`src/rtl/uart_rx_sipo_framer.sv`:
```
// Receive-side serial-to-parallel framer: assembles a character from sampler strobes,
// checks parity and stop bit, and presents it on a valid/ready register with overrun.
module uart_rx_sipo_framer #(
    parameter int DATA_W     = 8,
    parameter bit LSB_FIRST  = 1'b1,
    parameter bit PARITY_EN  = 1'b0,
    parameter bit PARITY_ODD = 1'b0
) (
    input  logic              clk,
    input  logic              reset,
    input  logic              start,
    input  logic              shift,
    input  logic              data_in,
    input  logic              out_ready,
    input  logic              err_clr,
    output logic [DATA_W-1:0] out_data,
    output logic              out_valid,
    output logic              parity_err,
    output logic              framing_err,
    output logic              overrun,
    output logic              busy
);
    // state  | meaning
    // IDLE   | waiting for a validated start bit
    // DATA   | shifting in DATA_W data bits
    // PARITY | next shift samples the parity bit
    // STOP   | next shift samples the stop bit and completes the frame

    localparam int CNT_W = $clog2(DATA_W + 1);

    typedef enum logic [1:0] {IDLE, DATA, PARITY, STOP} state_t;

    state_t            state;
    logic [DATA_W-1:0] sreg;
    logic [CNT_W-1:0]  bit_cnt;
    logic              par_run;
    logic              parity_bad;
    logic              out_free;
    logic              complete;
    logic              load;
    logic              drop;

    assign out_free = ~out_valid | out_ready;
    // start always wins over a coincident shift, so it also suppresses completion
    assign complete = (state == STOP) & shift & ~start;
    assign load     = complete & out_free;
    assign drop     = complete & ~out_free;

    always_ff @(posedge clk or negedge reset) begin
        if (!reset) begin
            state       <= IDLE;
            sreg        <= '0;
            bit_cnt     <= '0;
            par_run     <= 1'b0;
            parity_bad  <= 1'b0;
            busy        <= 1'b0;
            out_data    <= '0;
            out_valid   <= 1'b0;
            parity_err  <= 1'b0;
            framing_err <= 1'b0;
            overrun     <= 1'b0;
        end else begin
            if (start) begin
                state      <= DATA;
                sreg       <= '0;
                bit_cnt    <= '0;
                par_run    <= 1'b0;
                parity_bad <= 1'b0;
                busy       <= 1'b1;
            end else if (shift) begin
                case (state)
                    IDLE: begin
                    end
                    DATA: begin
                        if (LSB_FIRST)
                            sreg <= {data_in, sreg[DATA_W-1:1]};
                        else
                            sreg <= {sreg[DATA_W-2:0], data_in};
                        bit_cnt <= bit_cnt + 1'b1;
                        par_run <= par_run ^ data_in;
                        if (bit_cnt == CNT_W'(DATA_W - 1))
                            state <= PARITY_EN ? PARITY : STOP;
                    end
                    PARITY: begin
                        parity_bad <= par_run ^ data_in ^ PARITY_ODD;
                        state      <= STOP;
                    end
                    STOP: begin
                        state <= IDLE;
                        busy  <= 1'b0;
                    end
                endcase
            end

            if (load) begin
                out_data    <= sreg;
                parity_err  <= PARITY_EN & parity_bad;
                framing_err <= ~data_in;
                out_valid   <= 1'b1;
            end else if (out_valid & out_ready) begin
                out_valid <= 1'b0;
            end

            if (drop)
                overrun <= 1'b1;
            else if (err_clr)
                overrun <= 1'b0;
        end
    end
endmodule

```
`config.mk`:
```
export PLATFORM = sky130hd
export DESIGN_NAME = uart_rx_sipo_framer
export DESIGN_NICKNAME = d
export VERILOG_FILES = /design/src/rtl/uart_rx_sipo_framer.sv
export SDC_FILE = /design/constraint.sdc
export NUM_CORES = 1
export LEC_CHECK = 0
export CAP_MARGIN = 5
export CORE_MARGIN = 2
export CORE_UTILIZATION = 40
export DETAILED_ROUTE_END_ITERATION = 16
export RECOVER_POWER = 100
export SYNTH_ARGS = -nofsm -noshare
export SYNTH_HDL_FRONTEND = slang
export SYNTH_SLANG_ARGS = --single-unit
```
`constraint.sdc`:
```
create_clock -name clk -period 1.9 [get_ports clk]
set_input_delay 0.475 -clock clk [delete_from_list [all_inputs] [get_ports clk]]
set_output_delay 0.475 -clock clk [all_outputs]
set_load 0.02 [all_outputs]
```
==> impl_results.md <==
* Number of iterations in the first detailed-routing pass at 10
* # resized after CTS at 0
* Cts hold-fix bufs at 0
* Count of distinct cell types in the synthesized netlist at 30
* Result of the run: complete, but fails checks
* Commonest non-fill, non-tap cell in the layout: sky130_fd_sc_hd__dfrtp_1
* Clock sink count at 26
* Iter 0 DRT Violations at 24
* Required time reported for the critical path endpoint at 1.42 ns
* Total CTS buffers at 3
* Area of the multi-input gates at approximately 430 µm²
* Worst path arrival time at 1.36 ns
* VDD IR-drop max at 0.511 mV
* Global-route wire length before repair at 3530 µm
* Highest Clock Rate at 0.546 GHz
* H-tree levels at 1
* Fraction of layout cells with a size suffix above 1 at 0.0698
* Hold slack at 0.500 ns
* Worst Hold Class: flop to flop
* Total setup violations reported at the end of the flow at 0
* Clock tree from TritonCTS: built
* Slowest cell on the critical path: sky130_fd_sc_hd__dlygate4sd3_1
* Sum of buffers and inverters on the critical path at 1
* Post-Synthesis Mean Instance Area at 11.4 µm²
* Post-synthesis register bit count at 26
* Antenna-violating nets left at 0
* Crit share post-route at 0.964
* Drt drc at 2
* Setup TNS at 0 ns
* Global-route usage over all layers at 0.135
* Placed cells at 156
* Area occupied by registers at 651 µm²
* Vias in the first global route at approximately 740
* Area delta synth->final at 19.1%
* Final Critical Period at 1.83 ns
* Cell family contributing the most delay on the critical path: buffers and inverters
* Port bufs at 18
* Row cnt at 19
* Setup crit end kind: primary output
* Initial cell density of the core at 0.426
* Commonest cells after routing, fill and taps aside: sky130_fd_sc_hd__dfrtp_1 (26), sky130_fd_sc_hd__nand2_1 (20), sky130_fd_sc_hd__clkdlybuf4s50_1 (15)
* Setup Skew at 0.00578 ns
* Netlist area before placement at between 1000 and 1500 µm²
* Count of yosys warnings during synthesis at 0
* Number of nets at the end of the flow at 140
* Critical Path Max Stage Delay at approximately 0.65 ns
* Vias per std cell at a little under 5
* Worst slew slack as a fraction of its limit at 0.588
* Total wire length after detailed routing at 1970 µm
* Total of max-cap violations at 0
* Unrepaired setup endpoints after global routing: no
* Total power density per cell area at 1020 nW/µm²
* Cells traversed along the worst timing path: dlygate4sd3_1
* Number of vias in the routed layout at 782
* Die span in y at 58.7 µm
* Root buffer cell: sky130_fd_sc_hd__clkbuf_4
* Final hold violation count at 0
* Remaining global-route overflow at 0
* Part of the Yosys area used for sequential elements at 0.545
* Highest fanout seen on the critical path at 2
* Post-synth net total at ~120
* Final std cells w/o fill at 160
* Clk pin slew, worst setup/hold paths at 0.14 ns
* Floorplan die width at between 50 and 60 µm
* HPWL reported at the end of detailed placement at 1490 µm
* Detail-routed net length per standard cell at 12.3 µm
* Leakage power total at 0.655 nW
* Fill count at 280
* Type of the worst setup path: flop to primary output
* Number of antenna violations at the first check in global routing at 0
* Violations in the final reports: DRC
* CP startpoint kind: flop
* Post-Syn Instances at about 110
* Pin count of the biggest net entering global routing at 27
* Clock Tree Buf Depth at 2
* Core area at between 2000 and 3000 µm²
* Source-to-sink clock delay at the later pin of the worst-skew pair at 0.31 ns
* Final max-slew violation count at 0
* Worst Tran Pin Value at 0.618 ns
* Antenna diodes at 0
* Die Area at about 3400 µm²
* Number of buffers inserted by post-CTS setup repair at 0
* Final Wtd Congestion at 0.708
* I/O pin count at 20
[routing by layer]
| layer | GRT usage | vias up | wire length (µm) |
|---|---|---|---|
| met5 | 0 | - | 0 |
| li1 | - | 398 | - |
| met1 | 0.190 | 371 | 963 |
| met3 | 0.0264 | 2 | 65 |
| met4 | 0.0584 | 0 | 25 |
| met2 | 0.202 | 11 | 917 |
[synth_stat cells]
library cell,number,area share
sky130_fd_sc_hd__nand2_1,20,0.063
sky130_fd_sc_hd__nand2b_1,2,0.010
sky130_fd_sc_hd__nor2_1,5,0.016
sky130_fd_sc_hd__nor3_1,1,0.0042
sky130_fd_sc_hd__buf_4,2,0.013
sky130_fd_sc_hd__a2bb2oi_1,1,0.0073
sky130_fd_sc_hd__nor2b_1,1,0.0052
sky130_fd_sc_hd__ha_1,3,0.031
sky130_fd_sc_hd__or3_1,1,0.0052
sky130_fd_sc_hd__clkbuf_1,2,0.0063
sky130_fd_sc_hd__dfrtp_1,26,0.54
sky130_fd_sc_hd__buf_12,1,0.017
sky130_fd_sc_hd__nand3b_4,1,0.017
sky130_fd_sc_hd__o22ai_1,2,0.010
sky130_fd_sc_hd__and2_1,1,0.0052
sky130_fd_sc_hd__xnor2_1,1,0.0073
sky130_fd_sc_hd__o211ai_1,1,0.0063
sky130_fd_sc_hd__mux2i_1,1,0.0084
sky130_fd_sc_hd__mux2_4,8,0.10
sky130_fd_sc_hd__a21oi_1,10,0.042
sky130_fd_sc_hd__and3b_1,1,0.0073
sky130_fd_sc_hd__conb_1,1,0.0031
sky130_fd_sc_hd__o21a_1,1,0.0063
sky130_fd_sc_hd__buf_6,1,0.0094
sky130_fd_sc_hd__inv_1,4,0.013
sky130_fd_sc_hd__nor2b_4,1,0.012
sky130_fd_sc_hd__xor2_1,1,0.0073
sky130_fd_sc_hd__o21ai_0,2,0.0084
sky130_fd_sc_hd__nand3_1,2,0.0084
sky130_fd_sc_hd__nand3b_1,1,0.0063
[sequential cells by signal, summed over array words and instances (netlist names)]
signal and count:
state 2, out_valid 1, framing_err 1, busy 1, sreg 8, bit_cnt 4, overrun 1, out_data 8
[report_power, final]
| group | switching [W] | internal (W) |
|---|---|---|
| logic | 0.000227 | 0.000192 |
| clock network | 0.000158 | 0.000213 |
| registers | 0.0000443 | 0.000622 |
| total | 0.000429 | 0.00103 |
[worst paths after layout]
| check | start | end | slack [ns] | depth (start not counted) |
|---|---|---|---|---|
| setup / recovery | framing_err$_DFFE_PN0P_ | framing_err | 0.07 | 1 |
| hold / removal | busy$_DFFE_PN0P_ | busy$_DFFE_PN0P_ | 0.50 | 1 |
| setup reg to reg | state[1]$_DFFE_PN0P_ | sreg[4]$_DFFE_PN0P_ | 0.38 | 6 |
| hold reg to reg | busy$_DFFE_PN0P_ | busy$_DFFE_PN0P_ | 0.50 | 1 |
| max in group asynchronous | reset | sreg[6]$_DFFE_PN0P_ | 0.82 | 2 |
| min in group asynchronous | reset | bit_cnt[3]$_DFFE_PN0P_ | 0.68 | 2 |
[final cells by class]
type	count	share of cell area
inverters	4	0.0106
repair buffers	26	0.164
well taps	31	0.0273
clock buffers	3	0.0158
flip-flops and latches	26	0.457
multi-input cells	69	0.304
clock inverters	1	0.0211
[worst reg2reg max path, stage by stage (launching register included)]
cell	delay, ns
sky130_fd_sc_hd__dfrtp_1	0.42
sky130_fd_sc_hd__inv_1	0.09
sky130_fd_sc_hd__ha_1	0.21
sky130_fd_sc_hd__and2_0	0.28
sky130_fd_sc_hd__clkbuf_1	0.25
sky130_fd_sc_hd__nand2_1	0.09
sky130_fd_sc_hd__a21oi_1	0.13
[cells by family (layout without fill, tap and decap cells)]
group	Yosys count	after routing	synth area share
compound gates	17	17	0.0806
xor+xnor	2	2	0.0147
fa+ha+maj	3	3	0.0314
buf+inv	10	34	0.0576
flops	26	26	0.544
mux	9	9	0.109
other cells	1	1	0.00314
simple gates	37	37	0.159
[per-stage QoR]
step	total power [W]	utilization	setup WS, ns	area [µm²]
floorplan	0.000978	-	0.458	1190
global placement	0.00114	0.511	0.0827	1430
detailed placement	0.00115	0.511	0.0571	1430
CTS	0.00152	0.529	0.0961	1490
global route	0.00155	0.507	0.0248	1420
finish	0.00146	0.507	0.0683	1420
No activity file was read; power rests on OpenSTA's default activity.
